$ cat src/rtl/slow_tick_timer_if.sv
// slow_tick_timer_if
//   Groups the timer's data-side signals so a controller can hook up to the
//   timer through one port. Clock and reset are not part of the bundle.
//
//   Parameter
//     CountBits  width of Period and Count
//
//   Signals
//     SlowCLK   divided square wave, sampled as data in the master domain
//     Start     level request to begin a period (honoured in IDLE only)
//     Stop      level abort
//     Period    ticks to count, captured when Start is accepted
//     Tick      one-cycle strobe per SlowCLK rising edge
//     Busy      high while the timer is counting
//     Done      one-cycle strobe at terminal count
//     Count     ticks elapsed in the current period
//
//   Modports
//     master  drives SlowCLK/Start/Stop/Period, observes the status outputs
//     slave   the timer itself
interface slow_tick_timer_if #(
  parameter int CountBits = 16
);

  logic                 SlowCLK;
  logic                 Start;
  logic                 Stop;
  logic [CountBits-1:0] Period;
  logic                 Tick;
  logic                 Busy;
  logic                 Done;
  logic [CountBits-1:0] Count;

  modport master (
    output SlowCLK,
    output Start,
    output Stop,
    output Period,
    input  Tick,
    input  Busy,
    input  Done,
    input  Count
  );

  modport slave (
    input  SlowCLK,
    input  Start,
    input  Stop,
    input  Period,
    output Tick,
    output Busy,
    output Done,
    output Count
  );

endinterface

$ cat src/rtl/slow_tick_timer.sv
// slow_tick_timer
//   Samples the divided clock from the frequency generator as ordinary data,
//   turns each of its rising edges into a one-cycle Tick, and counts those
//   ticks against a programmable period. Lets display scan, debounce and
//   UART timeout logic time events without clocking anything off SlowCLK.
//
//   Parameter
//     CountBits  width of Period and Count (max period 2^CountBits-1 ticks)
//
//   Ports
//     InputCLK  master clock, all logic on its rising edge
//     ResetN    synchronous reset, active-low
//     Bus       slow_tick_timer_if.slave: SlowCLK, Start, Stop, Period in;
//               Tick, Busy, Done, Count out (all outputs registered)
//
//   Build option
//     AUTO_RELOAD_EN  when defined, the timer reloads at terminal count and
//                     keeps running (Done pulses alongside the final Tick)
//                     until Stop. When undefined, it is one-shot and passes
//                     through DONE before returning to IDLE.
//
//   state   | meaning
//   --------+-----------------------------------------------------------
//   StIdle  | waiting for Start; Count keeps the last result
//   StRun   | counting ticks toward PeriodReg; Busy high
//   StDone  | one-cycle completion state; Done strobes, then back to idle
module slow_tick_timer #(
  parameter int CountBits = 16
) (
  input logic            InputCLK,
  input logic            ResetN,
  slow_tick_timer_if.slave Bus
);

  typedef enum logic [1:0] {
    StIdle = 2'd0,
    StRun  = 2'd1,
    StDone = 2'd2
  } stateT;

  stateT                state;
  logic                 slowPrev;
  logic                 tickReg;
  logic                 busyReg;
  logic                 doneReg;
  logic [CountBits-1:0] countReg;
  logic [CountBits-1:0] periodReg;

  logic                 rise;
  logic [CountBits:0]   countNext;
  logic                 terminal;

  // slowPrev resets high so a SlowCLK that is already high when reset
  // releases is not mistaken for a rising edge.
  assign rise = Bus.SlowCLK & ~slowPrev;

  // One extra bit so Count+1 never wraps back onto a small PeriodReg.
  assign countNext = {1'b0, countReg} + {{CountBits{1'b0}}, 1'b1};
  assign terminal  = (countNext == {1'b0, periodReg});

  always_ff @(posedge InputCLK) begin
    if (!ResetN) begin
      state     <= StIdle;
      slowPrev  <= 1'b1;
      tickReg   <= 1'b0;
      busyReg   <= 1'b0;
      doneReg   <= 1'b0;
      countReg  <= '0;
      periodReg <= '0;
    end else begin
      slowPrev <= Bus.SlowCLK;
      tickReg  <= rise;
      doneReg  <= 1'b0;

      case (state)
        StIdle: begin
          busyReg <= 1'b0;
          if (Bus.Stop) begin
            countReg <= '0;
          end else if (Bus.Start) begin
            periodReg <= Bus.Period;
            countReg  <= '0;
            if (Bus.Period != '0) begin
              state   <= StRun;
              busyReg <= 1'b1;
            end else begin
              // Zero-length period completes without ever counting.
              state <= StDone;
            end
          end
        end

        StRun: begin
          // Stop beats both a simultaneous tick and a terminal count.
          if (Bus.Stop) begin
            state    <= StIdle;
            busyReg  <= 1'b0;
            countReg <= '0;
          end else if (rise) begin
            if (terminal) begin
`ifdef AUTO_RELOAD_EN
              countReg <= '0;
              doneReg  <= 1'b1;
`else
              countReg <= periodReg;
              state    <= StDone;
              busyReg  <= 1'b0;
`endif
            end else begin
              countReg <= countNext[CountBits-1:0];
            end
          end
        end

        StDone: begin
          doneReg <= 1'b1;
          busyReg <= 1'b0;
          state   <= StIdle;
        end

        default: begin
          state   <= StIdle;
          busyReg <= 1'b0;
        end
      endcase
    end
  end

  assign Bus.Tick  = tickReg;
  assign Bus.Busy  = busyReg;
  assign Bus.Done  = doneReg;
  assign Bus.Count = countReg;

endmodule
$ cat src/flat_wrapper.sv
// flat-port wrapper written by rule: the top's interface ports become plain ports
module slow_tick_timer_flat 
#(
  parameter int CountBits = 16
)
  (InputCLK, ResetN, Bus_SlowCLK, Bus_Start, Bus_Stop, Bus_Period, Bus_Tick, Bus_Busy, Bus_Done, Bus_Count);
  slow_tick_timer_if #(.CountBits(CountBits)) Bus_i ();
  input logic InputCLK;
  input logic ResetN;
  input wire logic [$bits(Bus_i.SlowCLK)-1:0] Bus_SlowCLK;
  input wire logic [$bits(Bus_i.Start)-1:0] Bus_Start;
  input wire logic [$bits(Bus_i.Stop)-1:0] Bus_Stop;
  input wire logic [$bits(Bus_i.Period)-1:0] Bus_Period;
  output wire logic [$bits(Bus_i.Tick)-1:0] Bus_Tick;
  output wire logic [$bits(Bus_i.Busy)-1:0] Bus_Busy;
  output wire logic [$bits(Bus_i.Done)-1:0] Bus_Done;
  output wire logic [$bits(Bus_i.Count)-1:0] Bus_Count;
  assign Bus_i.SlowCLK = Bus_SlowCLK;
  assign Bus_i.Start = Bus_Start;
  assign Bus_i.Stop = Bus_Stop;
  assign Bus_i.Period = Bus_Period;
  assign Bus_Tick = Bus_i.Tick;
  assign Bus_Busy = Bus_i.Busy;
  assign Bus_Done = Bus_i.Done;
  assign Bus_Count = Bus_i.Count;
  slow_tick_timer #(.CountBits(CountBits)) u_core (.InputCLK(InputCLK), .ResetN(ResetN), .Bus(Bus_i));
endmodule
$ cat config.mk
export PLATFORM = sky130hd
export DESIGN_NAME = slow_tick_timer_flat
export DESIGN_NICKNAME = d
export VERILOG_FILES = /design/src/rtl/slow_tick_timer_if.sv /design/src/rtl/slow_tick_timer.sv /design/src/flat_wrapper.sv
export SDC_FILE = /design/constraint.sdc
export NUM_CORES = 1
export LEC_CHECK = 0
export CAP_MARGIN = 20
export CORE_MARGIN = 2
export CORE_UTILIZATION = 30
export CTS_BUF_LIST = sky130_fd_sc_hd__clkbuf_4 sky130_fd_sc_hd__clkbuf_8 sky130_fd_sc_hd__clkbuf_16
export DETAILED_ROUTE_END_ITERATION = 10
export GPL_TIMING_DRIVEN = 0
export SYNTH_ARGS = -nofsm -noshare
export SYNTH_HDL_FRONTEND = slang
export SYNTH_SLANG_ARGS = --single-unit
export TNS_END_PERCENT = 1
$ cat constraint.sdc
create_clock -name InputCLK -period 2.45 [get_ports InputCLK]
set_clock_uncertainty 0.15 [all_clocks]
set_input_delay 0.245 -clock InputCLK [delete_from_list [all_inputs] [get_ports InputCLK]]
set_output_delay 0.245 -clock InputCLK [all_outputs]
set_load 0.02 [all_outputs]
==> metrics.cfg, run 1 <==
[run_status]
status = finished with violations
violations = negative setup slack

[cts]
cts_tree = built
cts_sinks = 38
clk_transition_reported_paths_ps = 90
max-clock-path-buffers = 2
htreeDepth = 2
clockRootBuffer = clkbuf_8
cts_hold_buf = 0
numCtsBuffers = 5
clock_latency_ps = 300

[layout]
nets = 377
synthToLayoutAreaGrowth_pct = 42.4
drive_gt1_frac = 0.216
final_common_cell = nand2_1
stdcell_count = 458
n_antenna_cell = 0
mostFrequentLayoutCells = nand2_1, clkdlybuf4s50_1, dfxtp_1

[sta]
max_slew_margin = 0.627
tns_ps = -984
rsz0062_at_grt = yes
layout_min_cycle_time_ps = 2560
setup_violations = 12
finalMaxSlewViolations = 0
worst_pin_slew_ps = 560
fin_crit_sh = 1.05
fmax_mhz = 391
hold_viol = 0
worst_slack_ps = -110

[die]
start_util = 0.307
dieArea_mm2 = 0.00859
io_pins = 40
fp.dieH_um = 92.7
die_x_um = 92.7
row_count = 32
core_area_mm2 = 0.00769

[yosys]
yosysUniqueCellTypes = 57
synthCells = 289
synth-seq-cells = 38
synth_edf_count = 0
seq_area_frac_synth = 0.322
syn_nets = 311
synth_async_sr_flop_share = 0
yosys_warnings = 0
syn-cell-area_mm2 = 0.00236
ys.flop_type = dfxtp_1
syn_area_per_cell_um2 = 8.17

[drt]
drtIter0Drc = 111
vias = 2311
drc = 0
vias_per_cell = 5.05
wl_um = 6610
avgRoutedWirePerCell_um = 14.4
postRouteAntennaNets = 0
drt_first_pass_iters = 4

[worst_setup_path]
worstSetupStartpointType = register
worstPathRequired_ps = 2490
r2r_start = u_core.Bus.Count[7]$_SDFFE_PN0P_
startpoint = u_core.Bus.Count[7]$_SDFFE_PN0P_
cp_max_fo = 8
end_kind = register
critical_path_class = reg -> reg
reg2reg_slack_ps = -110
critPathArrivalTime_ps = 2600

[power]
p_per_area_mw_per_mm2 = 426
p_leak_nw = 1.17
peakVddDrop_uv = 253

[grt]
groute.usage.overall = 0.156
grt_pass1_wl_um = 10600
met3_usage = 0.0252
grt_pass1_vias = 2163
grt_util_met2 = 0.258
grtUsageMet1 = 0.206
top_usage_layer = met2
grt_overflow = 0
antenna_found_initial = 0
grt_max_degree = 14

[flow_run]
drv_cap = 0

[placed_design]
placed_cells = 430
portBuffers = 39
place.gp.congestion = 0.810
dp_hpwl_um = 4730

[min_path]
hold_class = reg -> reg
min_from = u_core.state[1]$_SDFFE_PN0P_

==> flip-flops by register name (all words and copies together), names as in the netlist <==
register          count
u_core.Bus.Tick       1
u_core.slowPrev       1
u_core.Bus.Done       1
u_core.Bus.Busy       1
u_core.periodReg     16
u_core.Bus.Count     16
u_core.state          2
==> metrics by stage <==
stage | hold slack, ps | total power, mW | cell area, um2 | worst slack (ps) | utilization
after floorplan | 196 | 0.752 | 2410 | -63.1 | -
after CTS | 318 | 1.45 | 3260 | -85.6 | 0.424
after global routing | 363 | 1.49 | 3360 | -225 | 0.437
after global placement | 301 | 0.818 | 2930 | -393 | 0.381
after detailed placement | 304 | 0.821 | 2930 | -399 | 0.381
final | 322 | 1.43 | 3360 | -110 | 0.437
==> cell families (layout without fill, tap and decap cells) <==
group / after synthesis / after routing / share of synthesized area
buffers and inverters: 21 / 88 / 0.0445
and+or+nand+nor: 140 / 140 / 0.326
adders and majority gates: 1 / 1 / 0.00530
xor gates and xnor gates: 22 / 22 / 0.0817
DFF: 38 / 38 / 0.322
AOI/OAI and AO/OA: 67 / 67 / 0.221
==> path summary, 6_finish.rpt <==
kind | to | cells after the start
max | u_core.Bus.Busy$_SDFFE_PN0P_ | 10
min | u_core.Bus.Done$_SDFF_PN0_ | 2
max reg2reg | u_core.Bus.Busy$_SDFFE_PN0P_ | 10
min reg2reg | u_core.Bus.Done$_SDFF_PN0_ | 2
==> what timing repair did <==
action,4_1_cts,5_1_grt
buffers inserted,13,9
pin swaps,11,5
setup endpoints to repair,13,14
resized for setup,15,13
==> Yosys cell counts, types with 4 or more instances <==
cell type | instances | area, um2
nand2_1 | 61 | 229
or3_1 | 4 | 25.0
buf_2 | 4 | 20.0
and3_1 | 5 | 31.3
a21boi_0 | 16 | 120
o21ai_0 | 10 | 50.1
a32oi_1 | 10 | 87.6
a21oi_1 | 4 | 20.0
nor2_1 | 7 | 26.3
nor2b_1 | 5 | 31.3
xnor2_1 | 14 | 123
nand2b_1 | 8 | 50.1
xor2_1 | 8 | 70.1
and2_1 | 4 | 25.0
clkbuf_1 | 10 | 37.5
nor4_1 | 8 | 50.1
dfxtp_1 | 38 | 761
nand3_1 | 11 | 55.1
a211o_1 | 10 | 87.6
==> critical path, stage by stage, from the launching register on <==
cell	delay, ps
dfxtp_2	340
buf_6	130
nand4_4	120
or3_1	410
buf_6	140
o31ai_4	210
nand2_2	100
nor4_4	390
buf_6	200
a21oi_2	70
a32o_1	200
==> where the power goes <==
part / internal (mW) / switching (mW)
combinational: 0.0837 / 0.0870
sequential: 0.629 / 0.0179
clock: 0.367 / 0.249
==> per-layer routing <==
| layer | part of all wire | wire (um) |
|---|---|---|
| met1 | 0.48 | 3150 |
| met2 | 0.47 | 3120 |
| met3 | 0.041 | 268 |
| met4 | 0.011 | 71 |
| met5 | 0 | 0 |
==> final cells by class <==
type	instances	area, um2
sequential	38	785
timing repair buffer	61	593
inverter	1	3.75
tap	102	128
multi-input combinational	230	1590
buffer	18	126
clock inverter	2	38.8
clock buffer	6	93.8
fill	781	4330
Note: power is estimated with default switching activity, not from simulation.
==> run 2, diff against run 1 <==
--- a/config.mk
+++ b/config.mk
@@ -5,10 +5,12 @@
 export SDC_FILE = /design/constraint.sdc
 export NUM_CORES = 1
 export LEC_CHECK = 0
+export ABC_CLOCK_PERIOD_IN_PS = 2450
 export CAP_MARGIN = 20
 export CORE_MARGIN = 2
 export CORE_UTILIZATION = 30
 export CTS_BUF_LIST = sky130_fd_sc_hd__clkbuf_4 sky130_fd_sc_hd__clkbuf_8 sky130_fd_sc_hd__clkbuf_16
+export CTS_CLUSTER_SIZE = 8
 export DETAILED_ROUTE_END_ITERATION = 10
 export GPL_TIMING_DRIVEN = 0
 export SYNTH_ARGS = -nofsm -noshare
==> results of run 2 <==
Same layout as run 1: the final DEF is identical, and so are final timing and power.
